==> config.mk <==
export PLATFORM = sky130hd
export DESIGN_NAME = dual_cam_wr_arbiter_flat
export DESIGN_NICKNAME = d
export VERILOG_FILES = /design/src/rtl/dual_cam_wr_arbiter_if.sv /design/src/rtl/dual_cam_wr_arbiter.sv /design/src/flat_wrapper.sv
export SDC_FILE = /design/constraint.sdc
export NUM_CORES = 1
export LEC_CHECK = 0
export CAP_MARGIN = 0
export CORE_ASPECT_RATIO = 0.75
export CORE_MARGIN = 1.5
export CORE_UTILIZATION = 38
export DETAILED_ROUTE_END_ITERATION = 10
export GPL_ROUTABILITY_DRIVEN = 0
export PLACE_DENSITY = 0.88
export SLEW_MARGIN = 10
export SYNTH_ARGS = -nofsm -noshare
export SYNTH_HDL_FRONTEND = slang
export SYNTH_SLANG_ARGS = --single-unit
==> constraint.sdc <==
create_clock -name clk -period 5.2 [get_ports clk]
set_input_delay 1.56 -clock clk [delete_from_list [all_inputs] [get_ports clk]]
set_output_delay 1.56 -clock clk [all_outputs]
set_load 0.005 [all_outputs]
==> src/rtl/dual_cam_wr_arbiter_if.sv <==
// dual_cam_wr_arbiter_if: bundle of the two camera channels and the shared frame-buffer write port.
//   cam0_*/cam1_* : req/addr/data in, gnt/rd/done out (arbiter side)
//   wr_cmd_*      : command channel (valid/addr out, ready in)
//   wr_data*      : data channel (valid/data/last out, ready in)
//   busy/owner    : arbiter status
//   master modport = arbiter, slave modport = cameras + frame buffer
interface dual_cam_wr_arbiter_if #(
   parameter int DATA_W = 16,
   parameter int ADDR_W = 21
);
   logic              cam0_req, cam1_req;
   logic [ADDR_W-1:0] cam0_addr, cam1_addr;
   logic [DATA_W-1:0] cam0_data, cam1_data;
   logic              cam0_gnt, cam1_gnt;
   logic              cam0_rd, cam1_rd;
   logic              cam0_done, cam1_done;
   logic              wr_cmd_valid, wr_cmd_ready;
   logic [ADDR_W-1:0] wr_cmd_addr;
   logic              wr_data_valid, wr_data_ready;
   logic [DATA_W-1:0] wr_data;
   logic              wr_last;
   logic              busy, owner;
   modport master (
      input  cam0_req, cam1_req, cam0_addr, cam1_addr, cam0_data, cam1_data,
      input  wr_cmd_ready, wr_data_ready,
      output cam0_gnt, cam1_gnt, cam0_rd, cam1_rd, cam0_done, cam1_done,
      output wr_cmd_valid, wr_cmd_addr, wr_data_valid, wr_data, wr_last,
      output busy, owner
   );
   modport slave (
      output cam0_req, cam1_req, cam0_addr, cam1_addr, cam0_data, cam1_data,
      output wr_cmd_ready, wr_data_ready,
      input  cam0_gnt, cam1_gnt, cam0_rd, cam1_rd, cam0_done, cam1_done,
      input  wr_cmd_valid, wr_cmd_addr, wr_data_valid, wr_data, wr_last,
      input  busy, owner
   );
endinterface

==> src/rtl/dual_cam_wr_arbiter.sv <==
// dual_cam_wr_arbiter: shares one frame-buffer write port between two camera line buffers, one fixed-length burst at a time.
//   clk, reset : clock, synchronous active-high reset
//   bus        : dual_cam_wr_arbiter_if.master (camera req/addr/data in, gnt/rd/done out; write cmd/data port; busy/owner)
//   Build option DUAL_CAM_ARB_FIXED_PRIO_EN: cam0 always wins contention instead of round-robin.
module dual_cam_wr_arbiter #(
   parameter int DATA_W    = 16,
   parameter int ADDR_W    = 21,
   parameter int BURST_LEN = 64
) (
   input logic                  clk,
   input logic                  reset,
   dual_cam_wr_arbiter_if.master bus
);
   localparam int CW = $clog2(BURST_LEN);
   localparam logic [CW-1:0] LAST_BEAT = CW'(BURST_LEN - 1);
   typedef enum logic [1:0] {IDLE, CMD, DATA, DONE} state_t;
   state_t            state_q, state_d;
   logic              owner_q, owner_d;
   logic              last_owner_q, last_owner_d;
   logic              gnt_q, gnt_d;
   logic [ADDR_W-1:0] addr_q, addr_d;
   logic [CW-1:0]     cnt_q, cnt_d;
   logic              sel;
   logic              beat;
   // sel is the channel to grant when at least one request is present
   always_comb begin
`ifdef DUAL_CAM_ARB_FIXED_PRIO_EN
      sel = ~bus.cam0_req;
`else
      sel = (bus.cam0_req & bus.cam1_req) ? ~last_owner_q : bus.cam1_req;
`endif
   end
   always_ff @(posedge clk) begin
      if (reset) begin
         state_q      <= IDLE;
         owner_q      <= 1'b0;
         last_owner_q <= 1'b1;
         gnt_q        <= 1'b0;
         addr_q       <= '0;
         cnt_q        <= '0;
      end else begin
         state_q      <= state_d;
         owner_q      <= owner_d;
         last_owner_q <= last_owner_d;
         gnt_q        <= gnt_d;
         addr_q       <= addr_d;
         cnt_q        <= cnt_d;
      end
   end
   always_comb begin
      state_d      = state_q;
      owner_d      = owner_q;
      last_owner_d = last_owner_q;
      gnt_d        = 1'b0;
      addr_d       = addr_q;
      cnt_d        = cnt_q;
      unique case (state_q)
         IDLE: if (bus.cam0_req | bus.cam1_req) begin
            state_d = CMD;
            owner_d = sel;
            addr_d  = sel ? bus.cam1_addr : bus.cam0_addr;
            gnt_d   = 1'b1;
         end
         CMD: if (bus.wr_cmd_ready) begin
            state_d = DATA;
            cnt_d   = '0;
         end
         DATA: if (bus.wr_data_ready) begin
            cnt_d   = cnt_q + 1'b1;
            state_d = (cnt_q == LAST_BEAT) ? DONE : DATA;
         end
         DONE: begin
            last_owner_d = owner_q;
            state_d      = IDLE;
         end
      endcase
   end
   always_comb begin
      bus.wr_cmd_valid  = state_q == CMD;
      bus.wr_cmd_addr   = addr_q;
      bus.wr_data_valid = state_q == DATA;
      // data is forced to zero outside DATA so an idle port shows no stale pixels
      bus.wr_data       = bus.wr_data_valid ? (owner_q ? bus.cam1_data : bus.cam0_data) : '0;
      bus.wr_last       = bus.wr_data_valid & (cnt_q == LAST_BEAT);
      beat              = bus.wr_data_valid & bus.wr_data_ready;
      bus.cam0_rd       = beat & ~owner_q;
      bus.cam1_rd       = beat & owner_q;
      bus.cam0_gnt      = gnt_q & ~owner_q;
      bus.cam1_gnt      = gnt_q & owner_q;
      bus.cam0_done     = (state_q == DONE) & ~owner_q;
      bus.cam1_done     = (state_q == DONE) & owner_q;
      bus.busy          = state_q != IDLE;
      bus.owner         = owner_q;
   end
endmodule
==> src/flat_wrapper.sv <==
// flat-port wrapper written by rule: the top's interface ports become plain ports
module dual_cam_wr_arbiter_flat 
#(
   parameter int DATA_W    = 16,
   parameter int ADDR_W    = 21,
   parameter int BURST_LEN = 64
)
  (clk, reset, bus_cam0_req, bus_cam1_req, bus_cam0_addr, bus_cam1_addr, bus_cam0_data, bus_cam1_data, bus_wr_cmd_ready, bus_wr_data_ready, bus_cam0_gnt, bus_cam1_gnt, bus_cam0_rd, bus_cam1_rd, bus_cam0_done, bus_cam1_done, bus_wr_cmd_valid, bus_wr_cmd_addr, bus_wr_data_valid, bus_wr_data, bus_wr_last, bus_busy, bus_owner);
  dual_cam_wr_arbiter_if #(.DATA_W(DATA_W), .ADDR_W(ADDR_W)) bus_i ();
  input logic clk;
  input logic reset;
  input wire logic [$bits(bus_i.cam0_req)-1:0] bus_cam0_req;
  input wire logic [$bits(bus_i.cam1_req)-1:0] bus_cam1_req;
  input wire logic [$bits(bus_i.cam0_addr)-1:0] bus_cam0_addr;
  input wire logic [$bits(bus_i.cam1_addr)-1:0] bus_cam1_addr;
  input wire logic [$bits(bus_i.cam0_data)-1:0] bus_cam0_data;
  input wire logic [$bits(bus_i.cam1_data)-1:0] bus_cam1_data;
  input wire logic [$bits(bus_i.wr_cmd_ready)-1:0] bus_wr_cmd_ready;
  input wire logic [$bits(bus_i.wr_data_ready)-1:0] bus_wr_data_ready;
  output wire logic [$bits(bus_i.cam0_gnt)-1:0] bus_cam0_gnt;
  output wire logic [$bits(bus_i.cam1_gnt)-1:0] bus_cam1_gnt;
  output wire logic [$bits(bus_i.cam0_rd)-1:0] bus_cam0_rd;
  output wire logic [$bits(bus_i.cam1_rd)-1:0] bus_cam1_rd;
  output wire logic [$bits(bus_i.cam0_done)-1:0] bus_cam0_done;
  output wire logic [$bits(bus_i.cam1_done)-1:0] bus_cam1_done;
  output wire logic [$bits(bus_i.wr_cmd_valid)-1:0] bus_wr_cmd_valid;
  output wire logic [$bits(bus_i.wr_cmd_addr)-1:0] bus_wr_cmd_addr;
  output wire logic [$bits(bus_i.wr_data_valid)-1:0] bus_wr_data_valid;
  output wire logic [$bits(bus_i.wr_data)-1:0] bus_wr_data;
  output wire logic [$bits(bus_i.wr_last)-1:0] bus_wr_last;
  output wire logic [$bits(bus_i.busy)-1:0] bus_busy;
  output wire logic [$bits(bus_i.owner)-1:0] bus_owner;
  assign bus_i.cam0_req = bus_cam0_req;
  assign bus_i.cam1_req = bus_cam1_req;
  assign bus_i.cam0_addr = bus_cam0_addr;
  assign bus_i.cam1_addr = bus_cam1_addr;
  assign bus_i.cam0_data = bus_cam0_data;
  assign bus_i.cam1_data = bus_cam1_data;
  assign bus_i.wr_cmd_ready = bus_wr_cmd_ready;
  assign bus_i.wr_data_ready = bus_wr_data_ready;
  assign bus_cam0_gnt = bus_i.cam0_gnt;
  assign bus_cam1_gnt = bus_i.cam1_gnt;
  assign bus_cam0_rd = bus_i.cam0_rd;
  assign bus_cam1_rd = bus_i.cam1_rd;
  assign bus_cam0_done = bus_i.cam0_done;
  assign bus_cam1_done = bus_i.cam1_done;
  assign bus_wr_cmd_valid = bus_i.wr_cmd_valid;
  assign bus_wr_cmd_addr = bus_i.wr_cmd_addr;
  assign bus_wr_data_valid = bus_i.wr_data_valid;
  assign bus_wr_data = bus_i.wr_data;
  assign bus_wr_last = bus_i.wr_last;
  assign bus_busy = bus_i.busy;
  assign bus_owner = bus_i.owner;
  dual_cam_wr_arbiter #(.DATA_W(DATA_W), .ADDR_W(ADDR_W), .BURST_LEN(BURST_LEN)) u_core (.clk(clk), .reset(reset), .bus(bus_i));
endmodule
# Yosys cells after proc, flatten, opt, wreduce, memory -nomap -nowiden
# Cells that the tools add are included.
[op_classes]
add_sub_neg = 1
n_div = 0
magnitude_cmp = 0
bitwise_logic = 13
shift = 0
mux = 13
eq_ne = 7
n_reduce_logical = 7
n_mul = 0
[ops]
columns = ["op", "count"]
rows = [
  ["$mux 16", 2],
  ["$mux 21", 1],
  ["$mux 6", 2],
  ["$pmux 6 s2", 1],
  ["$and 1x1->1", 9],
  ["$pmux 2 s4", 1],
  ["$add 6x1->6 const B", 1],
  ["$eq 6x6->1 const B", 1],
  ["$mux 2", 3],
  ["$reduce_and 3->1", 2],
  ["$eq 2x2->1 const B", 2],
  ["$ne 2x2->1 const B", 2],
  ["$reduce_bool 2->1", 2],
  ["$mux 1", 3],
  ["$not 1->1", 3],
  ["$eq 2x1->1 const B", 1],
  ["$logic_not 2->1", 1],
  ["$ne 2x1->1 const B", 1],
  ["$reduce_and 2->1", 1],
  ["$reduce_or 2->1", 1],
  ["$or 1x1->1", 1],
]
[word_totals]
inputBits = 80
romBits = 0
ramBits = 0
word_cells = 47
register_bits = 32
latch_bits = 0
n_memories = 0
out_inout_bits = 48

# Longest topological paths before layout
[logic_depth]
ltp_word = 4
mapped_depth = 6
depth_no_buf = 5

# Worst setup path after synthesis
# Ideal clock, no wire load.
[synth_timing]
path_type = "input port to output port"
startpoint = "input port bus_cam1_data[10]"
endpoint = "output port bus_wr_data[10]"
required_time_ns = 3.640
path_slack_ns = 1.900
n_path_buf = 0
path_stages = 2
t_arrival_ns = 1.740
path_cell_list = "mux2i_1 -> nor2b_1"
[synth_between]
elab_chain_len = 2
[synth_lines]
columns = ["element", "line_no", "rtl"]
rows = [
  ["start: declaration", "flat_wrapper.sv:17", "input wire logic [$bits(bus_i.cam1_data)-1:0] bus_cam1_data;"],
  ["$mux 16 (2 in series)", "dual_cam_wr_arbiter.sv:83", "bus.wr_data = bus.wr_data_valid ? (owner_q ? bus.cam1_data : bus.cam0_data) : '0;"],
  ["end: declaration", "flat_wrapper.sv:29", "output wire logic [$bits(bus_i.wr_data)-1:0] bus_wr_data;"],
]
# No other way between the ends.

# Worst setup path after layout
[layout_timing]
startpoint = "input port bus_wr_data_ready"
endpoint = "output port bus_cam0_rd"
[layout_between]
elab_chain_len = 2
[layout_lines]
columns = ["element", "line_no", "rtl"]
rows = [
  ["start: declaration", "flat_wrapper.sv:19", "input wire logic [$bits(bus_i.wr_data_ready)-1:0] bus_wr_data_ready;"],
  ["$and 1x1->1", "dual_cam_wr_arbiter.sv:85", "beat = bus.wr_data_valid & bus.wr_data_ready;"],
  ["$and 1x1->1", "dual_cam_wr_arbiter.sv:86", "bus.cam0_rd = beat & ~owner_q;"],
  ["end: declaration", "flat_wrapper.sv:22", "output wire logic [$bits(bus_i.cam0_rd)-1:0] bus_cam0_rd;"],
]
# No other way between the ends.

==> flow_summary.json <==
{
  "final_common_cell": "clkdlybuf4s50_1",
  "grt_pass1_wl_um": 9540,
  "globalRoute.totalOverflow": 0,
  "yosys.area_share.simple": 0.281,
  "io_pins": 128,
  "p_per_area_nw_per_um2": 344,
  "grt_pass1_vias": 2119,
  "outcome": "complete, no violations",
  "min_period_ps": 4420,
  "ant_nets": 0,
  "cts_tree": "built",
  "finalCritPeriodShare": 0.849,
  "cpMostUsedCell": "clkdlybuf4s50_1",
  "synthCells": 234,
  "cts.sink_count": 32,
  "cts_setup_buffers": 0,
  "start_util": 0.406,
  "layout-drive-gt1-share": 0.0338,
  "layout_common_cells": "clkdlybuf4s50_1, nand2_1, dfxtp_1",
  "synth_area_um2": 1860,
  "postLayoutCellArea_um2": 3230,
  "worstPathRequired_ps": 3640,
  "dpl.hpwl_um": 4390,
  "setup.worst_path.start_class": "input port",
  "hold_path_depth": 2,
  "synth_mux_area_frac": 0.108,
  "arrival_ps": 2860,
  "vias": 2144,
  "holdCritStartpoint": "u_core.cnt_q[4]$_SDFFE_PP0P_",
  "die-area_um2": 5320,
  "yosysSeqAreaShare": 0.345,
  "cp_max_fo": 8,
  "placed_cell_area_um2": 3140,
  "avgSynthCellArea_um2": 7.94,
  "fin_ws_ps": 784,
  "synth-seq-cells": 32,
  "root_buffer": "clkbuf_8",
  "dp_cells": 404,
  "cp-end-kind": "output port",
  "finalHoldViolations": 0,
  "antenna-diode-count": 0,
  "r2r_cells": 5,
  "drtPass1Iterations": 4,
  "maxCapViolCount": 0,
  "vias_per_cell": 5.20,
  "port_buffers": 127,
  "antenna_found_initial": 0,
  "clk_path_buf_depth": 2,
  "holdPathEnd": "u_core.cnt_q[4]$_SDFFE_PP0P_",
  "place_ws_ps": 775,
  "num_rows": 21,
  "ys_warn_count": 0,
  "mappedNetlistNets": 320,
  "clkTransAtPathRegs_ps": 60,
  "hold_buffers": 0,
  "finalSetupViolCount": 0,
  "wirelength_um": 5700,
  "cts_resized": 0,
  "regToRegStartpoint": "u_core.state_q[0]$_SDFFE_PP0P_",
  "fin_nets": 440,
  "clock.fmax_ghz": 0.226,
  "ir_drop_v": 0.000231,
  "drt-initial-drc-count": 123,
  "drc": 0,
  "rsz0062_at_grt": "false",
  "yosys-top-cells-area": "dfxtp_1, mux2i_1, nand2_1",
  "slew_headroom": 0.267,
  "tightest_slew_ps": 1100,
  "setup-tns-final_ps": 0,
  "synth_edf_count": 0,
  "synth-compound-area-share": 0.174,
  "grt_max_degree": 34,
  "wl_per_cell_um": 13.8,
  "core_um2": 4570,
  "slowest_delay_ps": 590,
  "cts_buffers": 5,
  "skew_ps": 2.93,
  "path_class": "input port to output port",
  "grtUsageTotal": 0.220,
  "stdcell_count": 412,
  "synth_xor_area_frac": 0,
  "p_leak_nw": 1.20,
  "synthAdderAreaFrac": 0.0404,
  "clk_latency_ps": 270,
  "worstPathCellList": "clkdlybuf4s50_1 -> nand2_1 -> nor2_1 -> clkdlybuf4s50_1",
  "slowest_stage": "clkdlybuf4s50_1",
  "yosysTopAreaCellShare": 0.345,
  "synth_top_family_by_area": "simple AND/OR/NAND/NOR gates",
  "htreeDepth": 2,
  "hold_class": "register to register",
  "yosysUniqueCellTypes": 36,
  "r2r_end": "u_core.cnt_q[3]$_SDFFE_PP0P_",
  "slew_violations": 0,
  "area_delta_synth_final_pct": 74.0,
  "die_h_um": 63.6,
  "ys_async_sr_fraction": 0,
  "ys.flop_type": "dfxtp_1",
  "die_w_um": 83.7,
  "r2r_setup_slack_ps": 3020,
  "yosysTopAreaCell": "dfxtp_1"
}
## per-stage QoR
| stage | util | hold WS, ps | power (W) |
|---|---|---|---|
| 2_1_floorplan | - | 455 | 0.000624 |
| 3_3_place_gp | 0.687 | 467 | 0.000914 |
| 3_5_place_dp | 0.687 | 474 | 0.000930 |
| 4_1_cts | 0.707 | 484 | 0.00112 |
| 5_1_grt | 0.707 | 517 | 0.00120 |
| 6_report | 0.707 | 482 | 0.00111 |
## cells in the mapped netlist (2+ instances only)
| library cell | count |
|---|---|
| mux2i_1 | 20 |
| nor4_1 | 2 |
| dfxtp_1 | 32 |
| nor2_1 | 18 |
| inv_1 | 5 |
| a31oi_1 | 9 |
| and2_1 | 2 |
| nand2b_1 | 2 |
| nand3b_1 | 4 |
| nand3_1 | 8 |
| buf_2 | 10 |
| o21ai_0 | 11 |
| nand2_1 | 47 |
| clkbuf_1 | 4 |
| and2b_1 | 2 |
| nor2b_1 | 19 |
| a21oi_1 | 2 |
| a311oi_1 | 13 |
| ha_1 | 6 |
| buf_1 | 2 |
## sequential cells by signal (all words and copies together) (netlist names)
register                cells
u_core.bus.owner            1
u_core.bus.wr_cmd_addr     21
u_core.cnt_q                6
u_core.gnt_q                1
u_core.last_owner_q         1
u_core.state_q              2
## final cells by class
| type | instances | area [um2] |
|---|---|---|
| Fill cell | 400 | 1340 |
| Timing Repair Buffer | 129 | 1290 |
| Multi-Input combinational cell | 180 | 1120 |
| Sequential cell | 32 | 641 |
| Clock buffer | 8 | 90.1 |
| Tap cell | 57 | 71.3 |
| Inverter | 6 | 22.5 |
## routing by layer
metal | part of all wire | vias to the layer above | track usage | wire, um
met5 | 0 | - | 0 | 0
met4 | 0.016 | 0 | 0.0799 | 94
met3 | 0.077 | 9 | 0.0616 | 441
met2 | 0.47 | 96 | 0.367 | 2650
met1 | 0.44 | 982 | 0.272 | 2510
li1 | - | 1057 | - | -
## worst max-delay path, delay by kind of cell
family / cells / cell delay (ps)
AND/OR/NAND/NOR: 2 / 190
buffers and inverters: 2 / 1110
## worst max-delay path by stage
stage                           start         endpoint  slack, ps
finish              bus_wr_data_ready      bus_cam0_rd        780
global route        bus_wr_data_ready      bus_cam0_rd        720
CTS                 bus_wr_data_ready      bus_cam0_rd        780
detailed placement  bus_wr_data_ready      bus_cam0_rd        770
global placement    bus_wr_data_ready      bus_cam0_rd        790
floorplan           bus_cam1_data[10]  bus_wr_data[10]       1900
## report_power, final
part / leakage (nW) / internal [W] / switching, W
clock: 0.0455 / 0.000108 / 0.0000842
sequential: 0.264 / 0.000324 / 0.0000560
combinational: 0.895 / 0.000323 / 0.000217
total: 1.20 / 0.000755 / 0.000358
## logic make-up after synthesis
family | after synthesis
and+or+nand+nor | 109
AOI/OAI and AO/OA | 45
DFF | 32
buffers and inverters | 22
muxes | 20
adders and majority gates | 6
Power figures use the tool's default switching activity.
